`config.mk`:
```
export PLATFORM = sky130hd
export DESIGN_NAME = tdm_demux_flat
export DESIGN_NICKNAME = d
export VERILOG_FILES = /design/src/rtl/tdm_demux_if.sv /design/src/rtl/tdm_demux.sv /design/src/flat_wrapper.sv
export SDC_FILE = /design/constraint.sdc
export NUM_CORES = 1
export LEC_CHECK = 0
export BUFFER_PORTS_ARGS = -buffer_cell sky130_fd_sc_hd__buf_2
export CORE_AREA = 4 4 92 137
export CTS_CLUSTER_SIZE = 25
export DETAILED_ROUTE_END_ITERATION = 10
export DIE_AREA = 0 0 96 141
export SYNTH_ARGS = -nofsm -noshare
export SYNTH_HDL_FRONTEND = slang
export SYNTH_SLANG_ARGS = --single-unit
```
`constraint.sdc`:
```
create_clock -name clock -period 3.95 [get_ports clock]
set_clock_uncertainty 0.2 [all_clocks]
set_input_delay 0.5925 -clock clock [delete_from_list [all_inputs] [get_ports clock]]
set_output_delay 0.5925 -clock clock [all_outputs]
set_load 0.005 [all_outputs]
```
`src/rtl/tdm_demux_if.sv`:
```
// Stream and frame-output bundle between a TDM source and the demultiplexer.
// The source side uses master; the demultiplexer uses slave.
interface tdm_demux_if #(
  parameter int N_CH = 4,
  parameter int W    = 8
);
  logic [W-1:0]      d_in;
  logic              d_valid;
  logic              sync;
  logic [N_CH*W-1:0] ch_data;
  logic              frame_done;
  logic              locked;
  logic              sync_err;

  modport master (
    output d_in, d_valid, sync,
    input  ch_data, frame_done, locked, sync_err
  );

  modport slave (
    input  d_in, d_valid, sync,
    output ch_data, frame_done, locked, sync_err
  );
endinterface

```
`src/rtl/tdm_demux.sv`:
```
// TDM receive demultiplexer: stages one sample per valid beat into its channel slot.
// It publishes a whole frame on ch_data only when the last slot arrives.
module tdm_demux #(
  parameter int N_CH = 4,
  parameter int W    = 8
) (
  input  logic       clock,
  input  logic       reset_b,
  tdm_demux_if.slave bus
);
  localparam int CW = $clog2(N_CH);

  typedef enum logic {HUNT, LOCKED} state_t;

  state_t            state_q, state_d;
  logic [CW-1:0]     slot_q, slot_d;
  logic [CW-1:0]     wr_idx;
  logic              stage_we;
  logic              publish;
  logic              done_q, done_d;
  logic              err_q, err_d;
  logic [N_CH*W-1:0] stage_q;
  logic [N_CH*W-1:0] ch_data_q;
  logic [N_CH*W-1:0] frame_nxt;

  // The last sample bypasses staging so the frame publishes on the edge that samples it.
  always_comb begin
    frame_nxt = stage_q;
    frame_nxt[(N_CH-1)*W +: W] = bus.d_in;
  end

  always_comb begin
    state_d  = state_q;
    slot_d   = slot_q;
    wr_idx   = '0;
    stage_we = 1'b0;
    publish  = 1'b0;
    done_d   = 1'b0;
    err_d    = 1'b0;
    if (bus.d_valid) begin
      unique case (state_q)
        HUNT: begin
          if (bus.sync) begin
            stage_we = 1'b1;
            slot_d   = CW'(1);
            state_d  = LOCKED;
          end
        end
        LOCKED: begin
          if (bus.sync) begin
            // Early sync abandons the partial frame and restarts at slot 0.
            err_d    = (slot_q != '0);
            stage_we = 1'b1;
            slot_d   = CW'(1);
          end else if (slot_q == '0) begin
            err_d   = 1'b1;
            state_d = HUNT;
          end else begin
            wr_idx   = slot_q;
            stage_we = 1'b1;
            if (slot_q == CW'(N_CH-1)) begin
              slot_d  = '0;
              publish = 1'b1;
              done_d  = 1'b1;
            end else begin
              slot_d = slot_q + CW'(1);
            end
          end
        end
        default: state_d = HUNT;
      endcase
    end
  end

  always_ff @(posedge clock or negedge reset_b) begin
    if (!reset_b) begin
      state_q   <= HUNT;
      slot_q    <= '0;
      stage_q   <= '0;
      ch_data_q <= '0;
      done_q    <= 1'b0;
      err_q     <= 1'b0;
    end else begin
      state_q <= state_d;
      slot_q  <= slot_d;
      done_q  <= done_d;
      err_q   <= err_d;
      if (stage_we)
        stage_q[int'(wr_idx)*W +: W] <= bus.d_in;
      if (publish)
        ch_data_q <= frame_nxt;
    end
  end

  assign bus.ch_data    = ch_data_q;
  assign bus.frame_done = done_q;
  assign bus.sync_err   = err_q;
  assign bus.locked     = (state_q == LOCKED);
endmodule

```
`src/flat_wrapper.sv`:
```
// flat-port wrapper written by rule: the top's interface ports become plain ports
module tdm_demux_flat 
#(
  parameter int N_CH = 4,
  parameter int W    = 8
)
  (clock, reset_b, bus_d_in, bus_d_valid, bus_sync, bus_ch_data, bus_frame_done, bus_locked, bus_sync_err);
  tdm_demux_if #(.N_CH(N_CH), .W(W)) bus_i ();
  input  logic clock;
  input  logic reset_b;
  input wire logic [$bits(bus_i.d_in)-1:0] bus_d_in;
  input wire logic [$bits(bus_i.d_valid)-1:0] bus_d_valid;
  input wire logic [$bits(bus_i.sync)-1:0] bus_sync;
  output wire logic [$bits(bus_i.ch_data)-1:0] bus_ch_data;
  output wire logic [$bits(bus_i.frame_done)-1:0] bus_frame_done;
  output wire logic [$bits(bus_i.locked)-1:0] bus_locked;
  output wire logic [$bits(bus_i.sync_err)-1:0] bus_sync_err;
  assign bus_i.d_in = bus_d_in;
  assign bus_i.d_valid = bus_d_valid;
  assign bus_i.sync = bus_sync;
  assign bus_ch_data = bus_i.ch_data;
  assign bus_frame_done = bus_i.frame_done;
  assign bus_locked = bus_i.locked;
  assign bus_sync_err = bus_i.sync_err;
  tdm_demux #(.N_CH(N_CH), .W(W)) u_core (.clock(clock), .reset_b(reset_b), .bus(bus_i));
endmodule
```
==> results.json <==
{
  "outcome": "complete, no violations",
  "wl_um": 5970,
  "coreArea_um2": 11500,
  "yosysTopAreaCellShare_pct": 54.6,
  "tightest_slew_ps": 920,
  "hold_buffers": 0,
  "place_congestion": 0.785,
  "grt_pass1_wl_um": 9850,
  "numCtsBuffers": 9,
  "drv_slew": 0,
  "ys_types": 30,
  "tns_ps": 0,
  "placed_cell_area_um2": 3140,
  "ys_ff_latch": 61,
  "detail_route.first_pass.iterations": 4,
  "wl_per_cell_um": 14.3,
  "critical_path_required_ps": 4010,
  "post_cts_buffers": 0,
  "cts.clk_slew.worst_paths_ps": 50,
  "core.rowCount": 48,
  "r2r-end": "u_core.stage_q[18]",
  "ir_drop_mv": 0.206,
  "end_kind": "flop",
  "ios": 47,
  "ys_warn_count": 0,
  "drive_above_1_share_pct": 43.1,
  "r2r-start": "u_core.slot_q[0]",
  "grt_max_degree": 41,
  "clock-sinks": 61,
  "async_flop_share_pct": 100,
  "slew_headroom_pct": 38.7,
  "drt-vias-per-instance": 4.31,
  "synth_area_leaders": "dfrtp_1 (55%), mux2_2 (17%), ha_1 (3.1%)",
  "max_cap_violations": 0,
  "clock_path_buffers": 2,
  "htreeDepth": 3,
  "syn_inst": 217,
  "initial_core_util_pct": 24.4,
  "ys_seq_area_share_pct": 54.6,
  "postLayoutCellArea_um2": 3410,
  "finalHoldViolCount": 0,
  "area_growth_syn_to_layout_pct": 22.0,
  "fmax_mhz": 313,
  "die_area_um2": 13500,
  "synth_top_cell_by_area": "dfrtp_1",
  "total_power_mw": 2.31,
  "dieWidth_um": 96,
  "grt.total_usage_pct": 9.78,
  "synth_commonest_cells": "dfrtp_1 (61), mux2_2 (42), inv_1 (22), buf_2 (10), a21oi_1 (9)",
  "synth_ff_type": "dfrtp_1",
  "tritoncts": "yes",
  "synth_edf_count": 0,
  "reg2reg_depth": 10,
  "fin_crit_ps": 3190,
  "diodes": 0,
  "grt_overflow_total": 0,
  "clk_latency_ps": 320,
  "crit_fanout": 29,
  "root_buffer": "clkbuf_16",
  "synth_most_common_cell": "dfrtp_1",
  "setup_viol": 0,
  "fillerInstances": 1152,
  "p_leak_nw": 1.69,
  "arrival_ps": 3250,
  "drcViolationCount": 0,
  "rsz0062_at_grt": "false",
  "critical_path_class": "flop to flop",
  "period_share_pct": 80.8,
  "ant_nets": 0,
  "drtIter0Drc": 105,
  "numPortBuffers": 46,
  "avgSynthCellArea_um2": 12.9,
  "grt_pass1_vias": 1937,
  "cts_resized": 0,
  "antenna_found_initial": 0,
  "syn_area_um2": 2790,
  "syn_nets": 236,
  "hold_path.class": "input pin to asynchronous set/reset pin",
  "cp-start-kind": "flop",
  "layout.nets": 282,
  "die_h_um": 141,
  "dpl.hpwl_um": 4380,
  "p_per_area_nw_per_um2": 677,
  "vias": 1796,
  "r2r_setup_slack_ps": 760
}
## worst max-delay path: stages (launching register included)
cell and delay, ps:
dfrtp_1 320, buf_4 280, inv_1 130, ha_1 230
and4bb_1 540, and2_1 220, inv_1 70, ha_1 320
or2_1 370, a211oi_1 260, mux2_2 190
## registers in the layout, summed over array words and instances (netlist names)
| signal | flops |
|---|---|
| u_core.bus.ch_data | 32 |
| u_core.bus.frame_done | 1 |
| u_core.bus.locked | 1 |
| u_core.bus.sync_err | 1 |
| u_core.slot_q | 2 |
| u_core.stage_q | 24 |
## cells in the final DEF, fill, tap and decap left out, types with 2 or more instances in the layout
cell type,count
dfrtp_1,61
buf_2,46
mux2_2,42
inv_1,22
a21oi_1,9
clkbuf_16,9
nand3_1,8
nand4_1,8
mux2i_1,8
ha_1,7
mux2_1,6
a211oi_1,6
nand2_1,4
clkinv_2,4
buf_4,4
nand4_2,3
nor2_1,2
o21ai_0,2
a211oi_2,2
## worst max path at each step
stage                           startpoint                 end  slack, ps  depth (start not counted)
after floorplan           u_core.slot_q[0]  u_core.stage_q[16]       1080                         13
after global placement    u_core.slot_q[0]  u_core.stage_q[18]        920                         10
after detailed placement  u_core.slot_q[0]  u_core.stage_q[18]        800                         10
after CTS                 u_core.slot_q[0]  u_core.stage_q[18]        780                         10
after global routing      u_core.slot_q[0]  u_core.stage_q[10]        480                         10
final                     u_core.slot_q[0]  u_core.stage_q[18]        760                         10
## cells by family after synthesis
| family | Yosys count | share of synthesized area (%) |
|---|---|---|
| mux | 56 | 22.2 |
| fa+ha+maj | 7 | 3.13 |
| simple gates | 33 | 7.97 |
| flops | 61 | 54.6 |
| compound gates | 23 | 5.55 |
| buf+inv | 37 | 6.49 |
## per-stage QoR
step	instances	hold slack, ps	setup WS (ps)	util (%)
2_1_floorplan	217	96.9	1080	-
3_3_place_gp	402	269	921	27.4
3_5_place_dp	402	275	799	27.4
4_1_cts	417	224	781	29.7
5_1_grt	417	281	482	29.7
6_report	417	193	759	29.7
## layer usage
metal	up-vias	track usage [%]	share of wire [%]
met2	32	16.5	52
li1	853	-	-
met4	0	5.47	2.9
met1	898	10.4	41
met5	-	0	0
met3	13	3.31	4.6
## power by group
group	switching [mW]	total, mW	internal (mW)	leakage (nW)
Combinational	0.331	0.672	0.341	0.763
Sequential	0.111	0.946	0.836	0.793
Clock	0.259	0.690	0.432	0.134
Total	0.700	2.31	1.61	1.69
## final cells by class
class	instances	area, um2	share of cell area, %
repair buffers	50	260	7.63
clock inverters	5	27.5	0.807
flip-flops and latches	61	1530	44.8
multi-input cells	119	1090	31.9
well taps	150	188	5.50
clock buffers	10	239	7.01
inverters	22	82.6	2.42
Note: power is estimated with default switching activity, not from simulation.
